[config.mk]
export PLATFORM = sky130hd
export DESIGN_NAME = imem_load_arbiter
export DESIGN_NICKNAME = d
export VERILOG_FILES = /design/src/rtl/imem_load_pkg.sv /design/src/rtl/imem_word_assembler.sv /design/src/rtl/imem_load_arbiter.sv
export SDC_FILE = /design/constraint.sdc
export NUM_CORES = 1
export LEC_CHECK = 0
export CAP_MARGIN = 20
export CORE_MARGIN = 2
export CORE_UTILIZATION = 35
export CTS_CLUSTER_SIZE = 10
export DETAILED_ROUTE_END_ITERATION = 6
export PLACE_DENSITY_LB_ADDON = 0.12
export REMOVE_ABC_BUFFERS = 1
export SYNTH_ARGS = -nofsm -noshare
export SYNTH_HDL_FRONTEND = slang
export SYNTH_SLANG_ARGS = --single-unit
export TNS_END_PERCENT = 50
[constraint.sdc]
create_clock -name i_clk -period 3.82 [get_ports i_clk]
set_clock_uncertainty 0.2 [all_clocks]
set_input_delay 0.382 -clock i_clk [delete_from_list [all_inputs] [get_ports i_clk]]
set_output_delay 0.382 -clock i_clk [all_outputs]
set_load 0.03 [all_outputs]
[src/rtl/imem_load_pkg.sv]
// Shared types and constants for the instruction-memory load arbiter.
// Pulled in by imem_word_assembler and imem_load_arbiter.
package imem_load_pkg;

    typedef enum logic [2:0] {
        ST_RUN,
        ST_COLLECT,
        ST_WRITE,
        ST_CHECK,
        ST_DONE
    } state_t;

    localparam logic [31:0] NOP_WORD_DEFAULT = 32'h0000_0000;
    localparam int          BYTES_PER_WORD   = 4;

endpackage

[src/rtl/imem_word_assembler.sv]
// Byte-serial to 32-bit word assembler, MSB-first, with an optional running byte sum.
// Optional checksum accumulator enabled by IMEM_LOAD_CHECKSUM_EN.
module imem_word_assembler
    import imem_load_pkg::*;
(
    input  logic        i_clk,
    input  logic        i_reset,
    input  logic        i_clear,
    input  logic        i_shift,
    input  logic [7:0]  i_byte,
    output logic [31:0] o_word,
    output logic        o_word_ready
`ifdef IMEM_LOAD_CHECKSUM_EN
    ,
    output logic [7:0]  o_sum
`endif
);

    logic [31:0] r_word;
    logic [1:0]  r_count;

    // The 2-bit counter wraps to 0 on the 4th byte, so the next word starts clean
    always_ff @(posedge i_clk) begin
        if (i_reset || i_clear) begin
            r_word  <= '0;
            r_count <= '0;
        end else if (i_shift) begin
            r_word  <= {r_word[23:0], i_byte};
            r_count <= r_count + 2'd1;
        end
    end

    assign o_word       = r_word;
    assign o_word_ready = i_shift && (r_count == 2'(BYTES_PER_WORD - 1));

`ifdef IMEM_LOAD_CHECKSUM_EN
    logic [7:0] r_sum;

    always_ff @(posedge i_clk) begin
        if (i_reset || i_clear) begin
            r_sum <= '0;
        end else if (i_shift) begin
            r_sum <= r_sum + i_byte;
        end
    end

    assign o_sum = r_sum;
`endif

endmodule

[src/rtl/imem_load_arbiter.sv]
// Shares the instruction memory port between CPU fetch and a byte-serial program loader.
// Optional trailer-byte checksum enabled by IMEM_LOAD_CHECKSUM_EN.
module imem_load_arbiter
    import imem_load_pkg::*;
#(
    parameter int          ADDR_W   = 8,
    parameter logic [31:0] NOP_WORD = NOP_WORD_DEFAULT
) (
    input  logic              i_clk,
    input  logic              i_reset,
    input  logic [31:0]       i_fetch_addr,
    output logic [31:0]       o_fetch_instr,
    output logic              o_fetch_fault,
    output logic              o_cpu_hold,
    output logic              o_cpu_restart,
    input  logic              i_load_start,
    input  logic [ADDR_W:0]   i_load_words,
    input  logic              i_load_valid,
    input  logic [7:0]        i_load_byte,
    output logic              o_load_ready,
    output logic              o_load_done,
    output logic              o_load_err,
    output logic [ADDR_W-1:0] o_mem_addr,
    output logic              o_mem_we,
    output logic [31:0]       o_mem_wdata,
    input  logic [31:0]       i_mem_rdata
);

    localparam logic [ADDR_W:0] DEPTH_L = {1'b1, {ADDR_W{1'b0}}};

    state_t              r_state;
    state_t              w_nextState;
    logic [ADDR_W-1:0]   r_ptr;
    logic [ADDR_W-1:0]   w_nextPtr;
    logic [ADDR_W:0]     r_len;
    logic [ADDR_W:0]     w_nextLen;
    logic                r_loadErr;
    logic                w_nextErr;
    logic [ADDR_W:0]     w_satLen;
    logic                w_upperNonzero;
    logic                w_loadReady;
    logic                w_accept;
    logic                w_shift;
    logic                w_clear;
    logic                w_wordReady;
    logic                w_lastWord;
    logic [31:0]         w_word;
    logic [1:0]          w_unusedLowBits;

    assign w_unusedLowBits = i_fetch_addr[1:0];

    assign w_satLen       = (i_load_words > DEPTH_L) ? DEPTH_L : i_load_words;
    assign w_upperNonzero = (i_fetch_addr[31:ADDR_W+2] != '0);
    assign w_lastWord     = ({1'b0, r_ptr} == (r_len - 1'b1));

`ifdef IMEM_LOAD_CHECKSUM_EN
    logic [7:0] w_sum;
    logic [7:0] w_sumWithTrailer;

    assign w_loadReady      = (r_state == ST_COLLECT) || (r_state == ST_CHECK);
    assign w_sumWithTrailer = w_sum + i_load_byte;
`else
    assign w_loadReady = (r_state == ST_COLLECT);
`endif

    assign w_accept = i_load_valid && w_loadReady;
    assign w_shift  = w_accept && (r_state == ST_COLLECT);
    assign w_clear  = (r_state == ST_RUN) && i_load_start;

    imem_word_assembler u_assembler (
        .i_clk        (i_clk),
        .i_reset      (i_reset),
        .i_clear      (w_clear),
        .i_shift      (w_shift),
        .i_byte       (i_load_byte),
        .o_word       (w_word),
        .o_word_ready (w_wordReady)
`ifdef IMEM_LOAD_CHECKSUM_EN
        ,
        .o_sum        (w_sum)
`endif
    );

    always_ff @(posedge i_clk) begin
        if (i_reset) begin
            r_state   <= ST_RUN;
            r_ptr     <= '0;
            r_len     <= '0;
            r_loadErr <= 1'b0;
        end else begin
            r_state   <= w_nextState;
            r_ptr     <= w_nextPtr;
            r_len     <= w_nextLen;
            r_loadErr <= w_nextErr;
        end
    end

    // Fetch sees memory directly in RUN; every other state owns the port for the loader
    always_comb begin
        w_nextState   = r_state;
        w_nextPtr     = r_ptr;
        w_nextLen     = r_len;
        w_nextErr     = r_loadErr;
        o_fetch_instr = NOP_WORD;
        o_fetch_fault = 1'b0;
        o_cpu_hold    = 1'b1;
        o_cpu_restart = 1'b0;
        o_load_done   = 1'b0;
        o_mem_we      = 1'b0;
        o_mem_addr    = r_ptr;

        case (r_state)
            ST_RUN: begin
                o_cpu_hold    = 1'b0;
                o_mem_addr    = i_fetch_addr[ADDR_W+1:2];
                o_fetch_fault = w_upperNonzero;
                o_fetch_instr = w_upperNonzero ? NOP_WORD : i_mem_rdata;
                if (i_load_start) begin
                    w_nextLen   = w_satLen;
                    w_nextPtr   = '0;
                    w_nextErr   = 1'b0;
                    w_nextState = (w_satLen == '0) ? ST_DONE : ST_COLLECT;
                end
            end
            ST_COLLECT: begin
                if (w_wordReady) begin
                    w_nextState = ST_WRITE;
                end
            end
            ST_WRITE: begin
                o_mem_we = 1'b1;
                if (w_lastWord) begin
`ifdef IMEM_LOAD_CHECKSUM_EN
                    w_nextState = ST_CHECK;
`else
                    w_nextState = ST_DONE;
`endif
                end else begin
                    w_nextPtr   = r_ptr + 1'b1;
                    w_nextState = ST_COLLECT;
                end
            end
`ifdef IMEM_LOAD_CHECKSUM_EN
            ST_CHECK: begin
                if (w_accept) begin
                    w_nextErr   = (w_sumWithTrailer != 8'h00);
                    w_nextState = ST_DONE;
                end
            end
`endif
            ST_DONE: begin
                o_load_done   = 1'b1;
                o_cpu_restart = 1'b1;
                w_nextPtr     = '0;
                w_nextState   = ST_RUN;
            end
            default: begin
                w_nextPtr   = '0;
                w_nextState = ST_RUN;
            end
        endcase
    end

    assign o_load_ready = w_loadReady;
    assign o_mem_wdata  = w_word;

`ifdef IMEM_LOAD_CHECKSUM_EN
    assign o_load_err = r_loadErr;
`else
    assign o_load_err = 1'b0;
`endif

endmodule

==> results of run 1 <==
==> kinds of logic (layout without fill, tap and decap cells) <==
| logic type | count (synthesis) | count (layout) | synth area share, % |
|---|---|---|---|
| AND/OR/NAND/NOR | 199 | 199 | 34.2 |
| AO/OA/AOI/OAI | 74 | 74 | 16.8 |
| flip-flops | 54 | 54 | 38.4 |
| buffers and inverters | 33 | 179 | 4.98 |
| XOR/XNOR | 10 | 10 | 3.11 |
| adder cells (fa/ha/maj) | 3 | 3 | 1.33 |
| multiplexers | 3 | 3 | 1.07 |
| other | 1 | 1 | 0.133 |
==> worst register-to-register path, cell delays in order (launching register included) <==
cell and delay [ns]:
dfxtp_1 0.36, inv_1 0.09, ha_1 0.26, or3b_2 0.50, a21oi_1 0.16, o211ai_1 0.12
o2111a_2 0.34, a31o_4 0.27, or3_1 0.34, a21oi_1 0.15
==> placed cells by master, fill, tap and decap left out, types with 3 or more instances in the layout <==
| cell type | instances |
|---|---|
| nand4_1 | 4 |
| nor3_1 | 3 |
| nand2b_1 | 4 |
| a22o_1 | 6 |
| clkdlybuf4s50_1 | 160 |
| or4_1 | 4 |
| buf_4 | 5 |
| a21oi_1 | 45 |
| dfxtp_1 | 54 |
| or3_1 | 5 |
| xnor2_1 | 6 |
| clkbuf_8 | 6 |
| nor4_1 | 6 |
| nand2_1 | 108 |
| and3_1 | 36 |
| nand3_1 | 6 |
| inv_1 | 5 |
| xor2_1 | 4 |
| o21ai_1 | 3 |
| ha_1 | 3 |
| o21ai_0 | 4 |
| mux2i_1 | 3 |
| nor2_1 | 12 |
==> routing by layer <==
layer | routed length, um | track usage (%) | share of wire [%] | vias up
li1 | - | - | - | 1598
met1 | 3640 | 25.8 | 43 | 1354
met2 | 4250 | 32.9 | 51 | 67
met3 | 438 | 4.41 | 5.2 | 8
met4 | 91 | 3.62 | 1.1 | 0
met5 | 0 | 0 | 0 | -
==> state kept, by name, indices dropped and copies added (netlist names) <==
signal,count
r_ptr,8
u_assembler.o_word,32
r_state,3
r_len,9
u_assembler.r_count,2
==> worst paths after layout <==
check / start / to / slack [ns] / depth (start not counted)
setup / recovery: i_fetch_addr[14] / o_fetch_instr[21] / 0.49 / 6
hold / removal: u_assembler.o_word[24] / u_assembler.o_word[24] / 0.26 / 2
setup reg to reg: r_len[0] / r_ptr[5] / 0.96 / 9
hold reg to reg: u_assembler.o_word[24] / u_assembler.o_word[24] / 0.26 / 2
==> power breakdown <==
group,internal (W),switching (W),total [W],leakage [nW]
Clock,0.000216,0.000184,0.000400,0.0618
Combinational,0.000238,0.000328,0.000565,1.26
Sequential,0.000583,0.0000287,0.000612,0.436
Total,0.00104,0.000540,0.00158,1.76
==> area by class of cell <==
type                    instances  area, um^2
clock buffers                   6        82.6
clock inverters                 2        38.8
fillers                       709        3150
inverters                       5        18.8
multi-input cells             290        1610
flip-flops and latches         54        1080
well taps                     102         128
repair buffers                166        1670
==> stage by stage <==
stage | utilization, % | instance area [um^2] | setup WS (ns)
3_5_place_dp | 57.6 | 4470 | 0.501
4_1_cts | 59.1 | 4590 | 0.493
6_report | 59.5 | 4620 | 0.488
3_3_place_gp | 57.6 | 4470 | 0.520
2_1_floorplan | - | 2690 | -0.262
5_1_grt | 59.5 | 4620 | 0.390
==> out/results.ini, run 1 <==
[global_route]
grt_first_pass_wirelength_mm=14.2
grt_max_degree=41
grt_usage_pct=19.5
grt_pass1_vias=2935
grt-ovfl-total=0
grt_antenna_before_repair=0

[detailed_routing]
firstDrtPassIters=4
via_count=3027
antenna_left=0
vias_per_cell=4.84
drc_errors=0
post_drt_wl_per_cell_um=13.5
drt-initial-drc-count=116
routed_wirelength_mm=8.42

[floorplan]
die_w_um=93.7
start_util_pct=36.2
coreArea_mm2=0.00777
ioPinCount=164
rows=32
die_h_um=93.7
die-area_mm2=0.00878

[power]
power_density_mw_per_mm2=341
p_total_w=0.00158
p_leak_nw=1.76
vdd.ir_drop.worst_v=0.000206

[worst_setup_path]
cp_slowest_stage_delay_ns=0.68
worstPathMaxFanout=26
path_cells=clkdlybuf4s50_1 > or4_1 > nor4_2 > buf_4 > and3_1 > clkdlybuf4s50_1
cp_slowest_cell=clkdlybuf4s50_1
cp_common_cell=clkdlybuf4s50_1
cp.required_ns=3.24
critPathBufInv=3
end_kind=primary output
critPathTopFamily=buffers and inverters
critPathLaunchType=primary input
crit_type=in -> out
worst-endpoint-arrival_ns=2.75

[yosys]
synth_area_leaders=dfxtp_1 (38%), nand2_1 (14%), a21oi_1 (8.0%), and3_1 (8.0%), clkbuf_1 (3.2%)
synthCells=377
avgSynthCellArea_um2=7.47
seq_area_frac_synth_pct=38.4
synth_most_common_cell=nand2_1
synth_seq_cells=54
yosys-top-cells-count=nand2_1 (108), dfxtp_1 (54), a21oi_1 (45)
async_flop_share_pct=0
yosys.area.top_type=dfxtp_1
synthFlopType=dfxtp_1
synth_edf_count=0
yosysUniqueCellTypes=47
yosys_warnings=0
synthesis.area_mm2=0.00282
yosys.area.top_type_share_pct=38.4

[clock_network]
clockRootBuffer=clkbuf_8
htreeDepth=2
clk_pin_slew_ns=0.10
cts_buffers=5
post_cts_resize_count=0
cts.sinks=54
post_cts_buffers=0
clk_latency_ns=0.30
clock_path_buffers=2
ctsHoldBuffers=0
tritoncts=built

[timing]
rsz0062_at_grt=false
finalSetupTns_ns=0
hold_viol_final=0
hold_ws_ns=0.260
slew_headroom_pct=40.9
period_needed_ns=3.33
max_freq_ghz=0.300
worst_pin_slew_ns=0.881
period_share_pct=87.2
finalSetupViolations=0
slew_violations=0

[placed_design]
dp.cells=616
place.gp.congestion=0.794
post-dp-hpwl_mm=6.43
port_buffers=160

[min_path]
hp-class=reg -> reg

[run_status]
outcome=finished clean

[finish]
diodes=0
layout.cells.non_filler=625
drive_gt1_share_pct=4.59
final_nets=610
area_delta_synth_final_pct=64.1

[flow_run]
drv_cap=0

Power figures use the tool's default switching activity.
==> run 2: changes to the inputs <==
SETUP_SLACK_MARGIN = 0.5   (was not set)
==> run 2 against run 1 <==
  * Core utilization increased by 0.42 points
  * Non-clock buffer count unchanged
  * Via count increased by 0.46%
  * Hold slack about the same
  * Sequential power about the same
  * Combinational power about the same
  * Count of clock-buffer cells in the layout unchanged
  * Maximum frequency increased by 0.71%
  * Global-route usage unchanged
  * Sequential share of layout area decreased by 0.16 points
  * Wire length increased by 1.4%
  * Critical path type unchanged
  * Largest cell class unchanged
  * Highest routed layer unchanged
==> out/results.ini, run 2 (synthesis results as in run 1) <==
[finish]
final_nets=610  ; unchanged
final_cell_mix=clkdlybuf4s50_1 (147), nand2_1 (108), dfxtp_1 (54)
layout_commonest_cell=clkdlybuf4s50_1
nFillCells=711  ; +0.28%
diodes=0  ; unchanged
area_delta_synth_final_pct=65.3
drive_gt1_share_pct=4.59  ; unchanged
largest_reg_flops=32  ; unchanged
layout.cells.non_filler=625  ; unchanged

[clock_network]
htreeDepth=2  ; unchanged
cts.sinks=54  ; unchanged
clk_pin_slew_ns=0.10  ; about the same
clock_path_buffers=2  ; unchanged
cts_buffers=5  ; unchanged
clk_latency_ns=0.30  ; about the same
tritoncts=built
ctsHoldBuffers=0  ; unchanged
clockRootBuffer=clkbuf_8

[worst_setup_path]
cp_slowest_stage_delay_ns=0.68  ; about the same
r2r_cells=9  ; unchanged
worst-endpoint-arrival_ns=2.73  ; -0.02 ns
cp.required_ns=3.24  ; about the same
critPathLaunchType=primary input
path_cells=clkdlybuf4s50_1 > or4_1 > nor4_2 > buf_6 > and3_1 > clkdlybuf4s50_1
crit_start=i_fetch_addr[14]
end_kind=primary output
ff2ff_setup_slack_ns=0.95  ; about the same
regToRegEndpoint=r_ptr[5]
cp_common_cell=clkdlybuf4s50_1
r2r_start=r_len[0]
crit_type=in -> out
cp_slowest_cell=clkdlybuf4s50_1
worstPathMaxFanout=26  ; unchanged

[detailed_routing]
highest_layer=met4
wl_met2_mm=4.36  ; +2.6%
post_drt_wl_per_cell_um=13.7  ; +1.4%
firstDrtPassIters=4  ; unchanged
vias_per_cell=4.87  ; +0.46%
met3WireLength_um=426  ; -2.7%
antenna_left=0  ; unchanged
met1_length_mm=3.66  ; +0.58%
routed_wirelength_mm=8.54  ; +1.4%
via_count=3041  ; +0.46%
drc_errors=0  ; unchanged
drt-initial-drc-count=105  ; -9.5%

[timing]
period_share_pct=86.6  ; -0.61 points
finalSetupViolations=0  ; unchanged
worst_pin_slew_ns=0.882  ; +0.000295 ns
period_needed_ns=3.31  ; -0.0234 ns
slew_headroom_pct=40.9  ; about the same
hold_viol_final=0  ; unchanged
rsz0062_at_grt=true
hold_ws_ns=0.260  ; +0.00000600 ns
setup_ws_ns=0.511  ; +0.0234 ns
slew_violations=0  ; unchanged
max_freq_ghz=0.302  ; +0.71%

[floorplan]
ioPinCount=164  ; unchanged
coreArea_mm2=0.00777  ; unchanged
start_util_pct=36.2  ; unchanged
die-area_mm2=0.00878  ; unchanged
die_w_um=93.7  ; unchanged
rows=32  ; unchanged
die_h_um=93.7  ; unchanged

[power]
power_density_mw_per_mm2=339  ; -0.65%
p_leak_nw=1.99  ; +13%
vdd.ir_drop.worst_v=0.000206  ; about the same

[min_path]
whs_path_depth=2  ; unchanged
hp-class=reg -> reg
hold_end=u_assembler.o_word[24]
min_from=u_assembler.o_word[24]

[global_route]
grt_max_degree=41  ; unchanged
grt_usage_pct=19.5  ; unchanged
grt_pass1_vias=2935  ; unchanged
grt_first_pass_wirelength_mm=14.2  ; unchanged
grt-ovfl-total=0  ; unchanged
grt_antenna_before_repair=0  ; unchanged

[placed_design]
place_ws_ns=0.501  ; unchanged
port_buffers=160  ; unchanged
place.gp.congestion=0.794  ; unchanged
dp.cells=616  ; unchanged
post-dp-hpwl_mm=6.43  ; unchanged

[run_status]
outcome=finished clean

[flow_run]
drv_cap=0  ; unchanged

## run 2: per-stage QoR
stage          TNS [ns]  total power (W)  util [%]  cell area, um^2
4_1_cts               0          0.00158      59.1             4590
5_1_grt               0          0.00168      59.9             4650
3_5_place_dp          0          0.00118      57.6             4470
2_1_floorplan    -0.681         0.000925         -             2690
6_report              0          0.00158      59.9             4650
3_3_place_gp          0          0.00117      57.6             4470
## run 2: critical path: cells and delay by family
kind | cells | cell delay (ns)
buffers and inverters | 3 | 1.32
and+or+nand+nor | 3 | 1.01
## run 2: how the worst max path moves through the flow
stage | endpoint | slack, ns | cells after the start
floorplan | o_fetch_fault | -0.26 | 3
global placement | o_fetch_instr[21] | 0.52 | 6
detailed placement | o_fetch_instr[21] | 0.50 | 6
CTS | o_fetch_instr[20] | 0.50 | 6
global route | o_fetch_instr[7] | 0.45 | 6
finish | o_fetch_instr[20] | 0.51 | 6
## run 2: cell type report
cell class                      count  area (um^2)  area share (%)
Inverter                            5         18.8           0.403
Tap cell                          102          128            2.74
Timing Repair Buffer              166         1700            36.5
Clock buffer                        6         82.6            1.77
Multi-Input combinational cell    290         1610            34.5
Sequential cell                    54         1080            23.2
Clock inverter                      2         38.8           0.834
## run 2: repair_timing
action | in CTS | in global routing
endpoints found under the setup margin | 3 | 24
pin swaps | 0 | 0
resized for setup | 1 | 13
cloned | 0 | 0
buffers inserted | 0 | 0
## run 2: report_power, final
group	total (W)	internal [W]	switching (W)
Sequential	0.000612	0.000583	0.0000285
Clock	0.000400	0.000216	0.000184
Combinational	0.000566	0.000238	0.000328
Total	0.00158	0.00104	0.000541
## run 2: routing by layer
metal | track usage, % | vias up
li1 | - | 1595
met1 | 25.8 | 1372
met2 | 32.9 | 66
met3 | 4.41 | 8
met4 | 3.62 | 0
met5 | 0 | -
==> run 3: changes to the inputs <==
CELL_PAD_IN_SITES_DETAIL_PLACEMENT = 0   (was not set)
CELL_PAD_IN_SITES_GLOBAL_PLACEMENT = 1   (was not set)
CORE_UTILIZATION = 26   (was 35)
==> run 3 against run 2 <==
  * Power is 2.8% lower
  * Global-route usage down 3.9 points
  * Setup slack gained 0.0061 ns
  * First-iteration DRC count rose by 5.7%
  * Hold slack got worse by 0.0033 ns
  * Largest power group unchanged
  * Wire length up 8.2%
  * Final area down 0.13%
  * Clock power down 14%
==> out/results.ini, run 3 (synthesis results as in run 1) <==
[finish]
layout_commonest_cell=clkdlybuf4s50_1
final_util_pct=44.6  ; -15 points
nFillCells=1077  ; +51%
final_nets=610  ; unchanged
final_cell_mix=clkdlybuf4s50_1 (141), nand2_1 (108), dfxtp_1 (54)
area_delta_synth_final_pct=65.1
seqCellArea_mm2=0.00108  ; unchanged
drive_gt1_share_pct=4.59  ; unchanged
largest_reg_flops=32  ; unchanged
diodes=0  ; unchanged
multi_input_area_mm2=0.00161  ; unchanged

[global_route]
grt_first_pass_wirelength_mm=14.8  ; +4.4%
grt_max_degree=45  ; +9.8%
grt-ovfl-total=0  ; unchanged
grt_pass1_vias=3031  ; +3.3%
grt_usage_pct=15.6  ; -3.9 points
grt_antenna_before_repair=0  ; unchanged

[placed_design]
place_ws_ns=0.465  ; -0.0360 ns
port_buffers=160  ; unchanged
post-dp-hpwl_mm=6.90  ; +7.2%
place.gp.congestion=0.770  ; -3.0%

[detailed_routing]
vias_per_cell=4.63  ; -4.9%
firstDrtPassIters=4  ; unchanged
drc_errors=0  ; unchanged
routed_wirelength_mm=9.24  ; +8.2%
post_drt_wl_per_cell_um=14.0  ; +2.6%
via_count=3048  ; +0.23%
drt-initial-drc-count=111  ; +5.7%
antenna_left=0  ; unchanged

[worst_setup_path]
crit_start=i_fetch_addr[14]
end_kind=primary output
ff2ff_setup_slack_ns=0.92  ; -0.03 ns
worst-endpoint-arrival_ns=2.72  ; about the same
cp.required_ns=3.24  ; about the same
critPathLaunchType=primary input
worstPathMaxFanout=26  ; unchanged
crit_type=in -> out
r2r_start=r_len[0]

[timing]
period_needed_ns=3.30  ; -0.00613 ns
period_share_pct=86.5  ; -0.16 points
slew_violations=0  ; unchanged
hold_ws_ns=0.256  ; -0.00328 ns
finalSetupViolations=0  ; unchanged
max_freq_ghz=0.303  ; +0.19%
worst_pin_slew_ns=0.936  ; +0.0543 ns
rsz0062_at_grt=true
slew_headroom_pct=37.2  ; -3.6 points
hold_viol_final=0  ; unchanged
setup_ws_ns=0.517  ; +0.00613 ns

[clock_network]
post_cts_buffers=0  ; unchanged
htreeDepth=2  ; unchanged
ctsHoldBuffers=0  ; unchanged
clockRootBuffer=clkbuf_8
clk_pin_slew_ns=0.10  ; about the same
tritoncts=built
cts_buffers=5  ; unchanged
clk_latency_ns=0.30  ; about the same
cts.sinks=54  ; unchanged
clock_path_buffers=2  ; unchanged

[floorplan]
coreArea_mm2=0.0104  ; +34%
rows=37  ; +16%
die_w_um=108  ; +15%
die_h_um=108  ; +15%
ioPinCount=164  ; unchanged
start_util_pct=27.0  ; -9.2 points
die-area_mm2=0.0117  ; +33%

[flow_run]
drv_cap=0  ; unchanged

[run_status]
outcome=finished clean

[power]
vdd.ir_drop.worst_v=0.000158  ; -24%
power_density_mw_per_mm2=330  ; -2.7%
p_leak_nw=1.94  ; -2.7%

[min_path]
hp-class=reg -> reg
min_from=u_assembler.o_word[27]

-- run 3: area by class of cell --
type	count	share of cell area, %
clock inverter	2	0.350
clock buffer	6	1.78
multi-input combinational	290	34.5
sequential	54	23.3
timing repair buffer	166	36.0
inverter	5	0.404
tap	136	3.66
-- run 3: repair_timing --
item,CTS,global route
pin swaps,0,0
resized for setup,12,8
endpoints found under the setup margin,25,15
-- run 3: through the flow --
stage	cells	instance area, um^2	total power, W	TNS (ns)
2_1_floorplan	349	2690	0.000925	-0.681
3_3_place_gp	650	4510	0.00119	0
3_5_place_dp	651	4540	0.00120	0
4_1_cts	659	4630	0.00155	0
5_1_grt	659	4650	0.00163	0
6_report	659	4650	0.00153	0
-- run 3: report_power, final --
group / internal (W) / switching, W
combinational: 0.000238 / 0.000340
sequential: 0.000583 / 0.0000289
clock: 0.000150 / 0.000193
total: 0.000971 / 0.000562
-- run 3: path summary, 6_finish.rpt --
path | cells after the start | end
worst min-delay path | 2 | u_assembler.o_word[27]
worst max register to register | 9 | r_ptr[7]
worst max-delay path | 6 | o_fetch_instr[19]
worst min register to register | 2 | u_assembler.o_word[27]
-- run 3: metal layers --
layer / wire length, um / vias to the layer above / track usage (%) / share of wire (%)
met4: 140 / 0 / 4.03 / 1.5
met5: 0 / - / 0 / 0
li1: - / 1589 / - / -
met3: 436 / 13 / 3.86 / 4.7
met2: 4530 / 53 / 27.2 / 49
met1: 4130 / 1393 / 19.1 / 45
-- run 3: worst max-delay path: stages --
cell and delay (ns):
clkdlybuf4s50_1 0.40, or4_1 0.54, nor4_2 0.32, buf_6 0.24, and3_1 0.17, clkdlybuf4s50_1 0.67
